**src/rtl/oup_ulpi_pkg.sv**
```systemverilog
// Shared constants, FSM state type and TX CMD helpers for the ULPI
// link-side register access engine.
package oup_ulpi_pkg;

  localparam logic [1:0] TXCMD_REGW = 2'b10;
  localparam logic [1:0] TXCMD_REGR = 2'b11;
  localparam logic [5:0] EXT_ESC    = 6'h2F;
  localparam logic [7:0] ULPI_NOOP  = 8'h00;

  typedef enum logic [3:0] {
    ST_IDLE   = 4'd0,
    ST_CMD    = 4'd1,
    ST_EXT    = 4'd2,
    ST_WDATA  = 4'd3,
    ST_STP    = 4'd4,
    ST_RTURN  = 4'd5,
    ST_RDATA  = 4'd6,
    ST_RTURN2 = 4'd7,
    ST_ABORT  = 4'd8,
    ST_DONE   = 4'd9
  } regaccess_state_t;

  // Addresses that do not fit the 6-bit immediate field, plus the escape
  // code itself, need the extended (two-byte) addressing form.
  function automatic logic is_extended(input logic [7:0] addr);
    return (addr >= 8'h40) || (addr == {2'b00, EXT_ESC});
  endfunction

  // First byte the link puts on the bus for a register access.
  function automatic logic [7:0] tx_cmd(input logic we, input logic [7:0] addr);
    logic [1:0] op;
    op = we ? TXCMD_REGW : TXCMD_REGR;
    return is_extended(addr) ? {op, EXT_ESC} : {op, addr[5:0]};
  endfunction

endpackage

```
**src/rtl/oup_ulpi_regaccess.sv**
```systemverilog
// Link-side ULPI register access engine: turns a req/ack register request
// into a ULPI TX CMD register write or read, immediate or extended address.
// All outputs are registered; output values are derived from the next state.
module oup_ulpi_regaccess
  import oup_ulpi_pkg::*;
#(
  parameter int NXT_TIMEOUT = 64
) (
  input  logic       clk_i,
  input  logic       rst,
  input  logic       req_i,
  input  logic       we_i,
  input  logic [7:0] addr_i,
  input  logic [7:0] wdata_i,
  output logic       busy_o,
  output logic       done_o,
  output logic       err_o,
  output logic [7:0] rdata_o,
  output logic [7:0] ulpi_data_o,
  input  logic [7:0] ulpi_data_i,
  input  logic       ulpi_dir_i,
  input  logic       ulpi_nxt_i,
  output logic       ulpi_stp_o
);

  localparam int              CNT_W    = $clog2(NXT_TIMEOUT + 1);
  localparam logic [CNT_W-1:0] CNT_LAST = CNT_W'(NXT_TIMEOUT - 1);
  localparam logic [CNT_W-1:0] CNT_MAX  = {CNT_W{1'b1}};

  regaccess_state_t state_q, state_d;
  logic [CNT_W-1:0] cnt_q, cnt_d;
  logic             we_q, we_d;
  logic [7:0]       addr_q, addr_d;
  logic [7:0]       wdata_q, wdata_d;
  logic [7:0]       cap_q, cap_d;
  logic             fail_s;
  logic             timeout_s;

  logic             busy_q, busy_d;
  logic             done_q, done_d;
  logic             err_q, err_d;
  logic [7:0]       rdata_q, rdata_d;
  logic [7:0]       data_q, data_d;
  logic             stp_q, stp_d;

  assign timeout_s = (cnt_q == CNT_LAST);

  // State register, per-state cycle counter and latched request fields.
  always_ff @(posedge clk_i) begin
    if (rst) begin
      state_q <= ST_IDLE;
      cnt_q   <= '0;
      we_q    <= 1'b0;
      addr_q  <= 8'h00;
      wdata_q <= 8'h00;
      cap_q   <= 8'h00;
    end else begin
      state_q <= state_d;
      cnt_q   <= cnt_d;
      we_q    <= we_d;
      addr_q  <= addr_d;
      wdata_q <= wdata_d;
      cap_q   <= cap_d;
    end
  end

  // Next-state logic; dir has priority over nxt (an RX CMD pre-empts us).
  always_comb begin
    state_d = state_q;
    we_d    = we_q;
    addr_d  = addr_q;
    wdata_d = wdata_q;
    cap_d   = cap_q;
    fail_s  = 1'b0;
    case (state_q)
      ST_IDLE: begin
        if (req_i && !ulpi_dir_i) begin
          state_d = ST_CMD;
          we_d    = we_i;
          addr_d  = addr_i;
          wdata_d = wdata_i;
        end else begin
          state_d = ST_IDLE;
        end
      end
      ST_CMD: begin
        if (ulpi_dir_i) begin
          state_d = ST_ABORT;
        end else if (ulpi_nxt_i) begin
          if (is_extended(addr_q)) begin
            state_d = ST_EXT;
          end else begin
            state_d = we_q ? ST_WDATA : ST_RTURN;
          end
        end else if (timeout_s) begin
          state_d = ST_DONE;
          fail_s  = 1'b1;
        end else begin
          state_d = ST_CMD;
        end
      end
      ST_EXT: begin
        if (ulpi_dir_i) begin
          state_d = ST_ABORT;
        end else if (ulpi_nxt_i) begin
          state_d = we_q ? ST_WDATA : ST_RTURN;
        end else if (timeout_s) begin
          state_d = ST_DONE;
          fail_s  = 1'b1;
        end else begin
          state_d = ST_EXT;
        end
      end
      ST_WDATA: begin
        if (ulpi_dir_i) begin
          state_d = ST_ABORT;
        end else if (ulpi_nxt_i) begin
          state_d = ST_STP;
        end else if (timeout_s) begin
          state_d = ST_DONE;
          fail_s  = 1'b1;
        end else begin
          state_d = ST_WDATA;
        end
      end
      ST_STP: begin
        state_d = ST_DONE;
      end
      ST_RTURN: begin
        if (ulpi_dir_i) begin
          state_d = ST_RDATA;
        end else if (timeout_s) begin
          state_d = ST_DONE;
          fail_s  = 1'b1;
        end else begin
          state_d = ST_RTURN;
        end
      end
      ST_RDATA: begin
        if (ulpi_dir_i) begin
          cap_d   = ulpi_data_i;
          state_d = ST_RTURN2;
        end else begin
          // PHY released the bus before delivering read data.
          state_d = ST_DONE;
          fail_s  = 1'b1;
        end
      end
      ST_RTURN2: begin
        if (!ulpi_dir_i) begin
          state_d = ST_DONE;
        end else begin
          state_d = ST_RTURN2;
        end
      end
      ST_ABORT: begin
        if (!ulpi_dir_i) begin
          state_d = ST_DONE;
          fail_s  = 1'b1;
        end else begin
          state_d = ST_ABORT;
        end
      end
      ST_DONE: begin
        state_d = ST_IDLE;
      end
      default: begin
        state_d = ST_IDLE;
      end
    endcase
  end

  // Counter restarts on every state entry and saturates while parked.
  always_comb begin
    if (state_d != state_q) begin
      cnt_d = '0;
    end else if (cnt_q != CNT_MAX) begin
      cnt_d = cnt_q + CNT_W'(1);
    end else begin
      cnt_d = cnt_q;
    end
  end

  // Output decode from the next state so every pin is a flop output.
  always_comb begin
    data_d  = ULPI_NOOP;
    stp_d   = 1'b0;
    busy_d  = 1'b0;
    done_d  = 1'b0;
    err_d   = 1'b0;
    rdata_d = rdata_q;
    case (state_d)
      ST_CMD: begin
        data_d = tx_cmd(we_d, addr_d);
        busy_d = 1'b1;
      end
      ST_EXT: begin
        data_d = addr_d;
        busy_d = 1'b1;
      end
      ST_WDATA: begin
        data_d = wdata_d;
        busy_d = 1'b1;
      end
      ST_STP: begin
        stp_d  = 1'b1;
        busy_d = 1'b1;
      end
      ST_RTURN, ST_RDATA, ST_RTURN2, ST_ABORT: begin
        busy_d = 1'b1;
      end
      ST_DONE: begin
        done_d = 1'b1;
        err_d  = fail_s;
        if (!fail_s && !we_q) begin
          rdata_d = cap_q;
        end else begin
          rdata_d = rdata_q;
        end
      end
      default: begin
        data_d = ULPI_NOOP;
      end
    endcase
  end

  // Output registers; reset drops the bus back to NOOP immediately.
  always_ff @(posedge clk_i) begin
    if (rst) begin
      data_q  <= ULPI_NOOP;
      stp_q   <= 1'b0;
      busy_q  <= 1'b0;
      done_q  <= 1'b0;
      err_q   <= 1'b0;
      rdata_q <= 8'h00;
    end else begin
      data_q  <= data_d;
      stp_q   <= stp_d;
      busy_q  <= busy_d;
      done_q  <= done_d;
      err_q   <= err_d;
      rdata_q <= rdata_d;
    end
  end

  assign ulpi_data_o = data_q;
  assign ulpi_stp_o  = stp_q;
  assign busy_o      = busy_q;
  assign done_o      = done_q;
  assign err_o       = err_q;
  assign rdata_o     = rdata_q;

endmodule
```
**config.mk**
```make
export PLATFORM = sky130hd
export DESIGN_NAME = oup_ulpi_regaccess
export DESIGN_NICKNAME = d
export VERILOG_FILES = /design/src/rtl/oup_ulpi_pkg.sv /design/src/rtl/oup_ulpi_regaccess.sv
export SDC_FILE = /design/constraint.sdc
export NUM_CORES = 1
export LEC_CHECK = 0
export ABC_AREA = 1
export CORE_UTILIZATION = 30
export CTS_CLUSTER_SIZE = 40
export DETAILED_ROUTE_END_ITERATION = 10
export SYNTH_ARGS = -nofsm -noshare
export SYNTH_HDL_FRONTEND = slang
export SYNTH_SLANG_ARGS = --single-unit
```
**constraint.sdc**
```tcl
create_clock -name clk_i -period 3.3 [get_ports clk_i]
set_input_delay 0.66 -clock clk_i [delete_from_list [all_inputs] [get_ports clk_i]]
set_output_delay 0.66 -clock clk_i [all_outputs]
set_load 0.05 [all_outputs]
```
==> metrics <==
Syn Area/Cell roughly 7.2 µm²; Area Overhead vs Synth 23.5%; Routability Congestion between 0.8 and 0.9; Leak 1.53 nW; status completed; Slew @ Worst Pin 0.539 ns; Synth top area share 0.399; Reg2Reg Setup Slack approximately 1.0 ns; Seq pwr share 0.490; WS Path Type in2reg; antenna violations before repair 0; Worst EP arrival 2.64 ns; Layout Nets 469; Post-DRT Antenna Nets 0; Yosys warning total 0; register area roughly 1100 µm²; RSZ-0062 raised after global routing no; f_max ~410 MHz; vias in the first global route 2,483; total power per unit cell area around 430 nW/µm²; EDFF count, synth 0; largest family of logic cells by synthesized area simple AND/OR/NAND/NOR gates; Total Routed Length 6670 µm; Main synth FF type dfxtp_1; cell chosen for the clock root clkbuf_8; Sink Count 56; Cells after Synth 390; antenna cells 0; Die Width 98.7 µm; Fillers about 900; Clock Power Share 0.269; Final TNS setup 0 ns; Hold Vio Cnt, Final 0; H-Tree Depth 2; period utilization 0.740; via count around 2,600; Crit Path Max Fanout 13; Worst Clk Skew 0.0120 ns; Setup crit start kind input pin; height of the die between 90 and 100 µm; Initial Util 0.316; largest net degree at the start of global routing 40; Max Cap Viol 0; post-synthesis simple-gate area fraction 0.409; # IOs 50; Final Max Tran Viols 0; WHS ~0.47 ns; commonest non-fill, non-tap cell in the layout nor2_1; Syn Nets roughly 420; Net Sw Frac 0.332; fin crit period roughly 2.4 ns; Pwr Total 0.00150 W; CP required 3.49 ns; Psw 0.000498 W; CP Capture Type register; WL/cell 12.2 µm; clock buffer count from CTS 5; # Post-CTS Setup Buffers 0; xor/xnor share of the synthesized area 0.0156; DP HPWL a little under 5000 µm; site row count 34; I/O Buffers around 50; DRT Pass-1 Iters 4; Max clock buf depth 2; mapped cell area about 2800 µm²; DRC violations left 0; logic gate share of total power 0.241; initial DRC count approximately 120; Placed Area 3370 µm²; #FFs+latches synth 56; Worst-path clk slew roughly 0.11 ns; post-synthesis compound-gate area fraction 0.0539; fraction of registers with async set/reset 0; Finish-stage setup viols 0; Hold Crit Class reg2reg; first-pass GRT wire length between 10,000 and 15,000 µm; Final Util 0.390; Synth area leader dfxtp_1; DIE AREA roughly 9700 µm²; share of cells above drive strength 1 0.112; worst vdd ir roughly 250 µV; part of the Yosys area used for sequential elements 0.399; TritonCTS clock tree yes; post-route cell area about 3500 µm²; Int Pwr ~0.0010 W; cts hold-fix bufs 0; distinct cell type count after synthesis 34; area share of fa/ha/maj cells after synthesis 0.00446; cts repair resizes 0; Core Area 8890 µm²; clk_lat worst skew between 0.3 and 0.4 ns; Total GRT Usage 0.143; multi-input logic area roughly 1400 µm²; Synth area leaders dfxtp_1, nor2_1, nand2_1; mux contribution to synthesized area 0.0321; most frequent cells in the layout nor2_1, nand2_1, dfxtp_1, clkdlybuf4s50_1; Max-slew headroom 0.639; gr ovfl total 0; post-DR vias/cell 4.69
==> flip-flops by register name, indices dropped and copies added, names as in the netlist <==
register / flops
addr_q: 8
busy_o: 1
cap_q: 8
cnt_q: 7
done_o: 1
err_o: 1
rdata_o: 8
state_q: 4
ulpi_data_o: 8
ulpi_stp_o: 1
wdata_q: 8
we_q: 1
==> power groups by stage <==
stage | Clock (W) | Combinational [W] | Sequential (W)
detailed placement | 0 | 0.000362 | 0.000750
global placement | 0 | 0.000359 | 0.000750
floorplan | 0 | 0.000203 | 0.000801
CTS | 0.000414 | 0.000364 | 0.000735
finish | 0.000403 | 0.000362 | 0.000735
global route | 0.000445 | 0.000399 | 0.000741
==> through the flow <==
step                cells  setup slack (ns)
global route          547             0.623
CTS                   547             0.849
detailed placement    539             0.523
finish                547             0.859
global placement      539             0.546
floorplan             390              1.46
==> final timing paths <==
check	end	start	cells past startpoint
setup reg to reg	ulpi_data_o[6]$_SDFF_PP0_	state_q[2]$_SDFF_PP0_	12
hold reg to reg	cap_q[4]$_SDFFE_PP0P_	cap_q[4]$_SDFFE_PP0P_	2
setup / recovery	ulpi_data_o[6]$_SDFF_PP0_	ulpi_dir_i	13
hold / removal	cap_q[4]$_SDFFE_PP0P_	cap_q[4]$_SDFFE_PP0P_	2
==> per-layer routing <==
metal  share of wire  routed length, µm  track usage
met5               0                  0            0
met3           0.047                310       0.0340
met1            0.47               3160        0.178
met4          0.0057                 38       0.0310
met2            0.47               3160        0.249
==> kinds of logic after synthesis <==
kind of cell,after synthesis
compound gates,27
xor+xnor,5
fa+ha+maj,1
buf+inv,51
flops,56
mux,9
simple gates,241
==> critical path, cell delays in order <==
cell and delay (ns):
clkdlybuf4s50_1 0.42, inv_1 0.07, nand2_1 0.08, nor2_4 0.32, inv_2 0.13, o21ai_1 0.12
nor2_2 0.06, nand2_4 0.17, inv_1 0.21, nand3_1 0.12, nand2_1 0.05, nor2_1 0.16
nor2_1 0.06
==> cell usage after synthesis (6+ instances only) <==
cell      instances
o21ai_0           7
nand3b_1          8
mux2i_1           9
nor3_1           11
inv_2             6
a21oi_1          13
nand2_2           6
nand2_1          77
nor2_4            6
nand3_1          32
nor2_2            9
inv_1            32
nor2_1           79
dfxtp_1          56
==> layout make-up <==
type | count | share of cell area
clock inverters | 3 | 0.00758
inverters | 38 | 0.0411
well taps | 108 | 0.0390
flip-flops and latches | 56 | 0.323
clock buffers | 5 | 0.0198
multi-input cells | 283 | 0.417
repair buffers | 54 | 0.152
No activity file was read; power rests on OpenSTA's default activity.
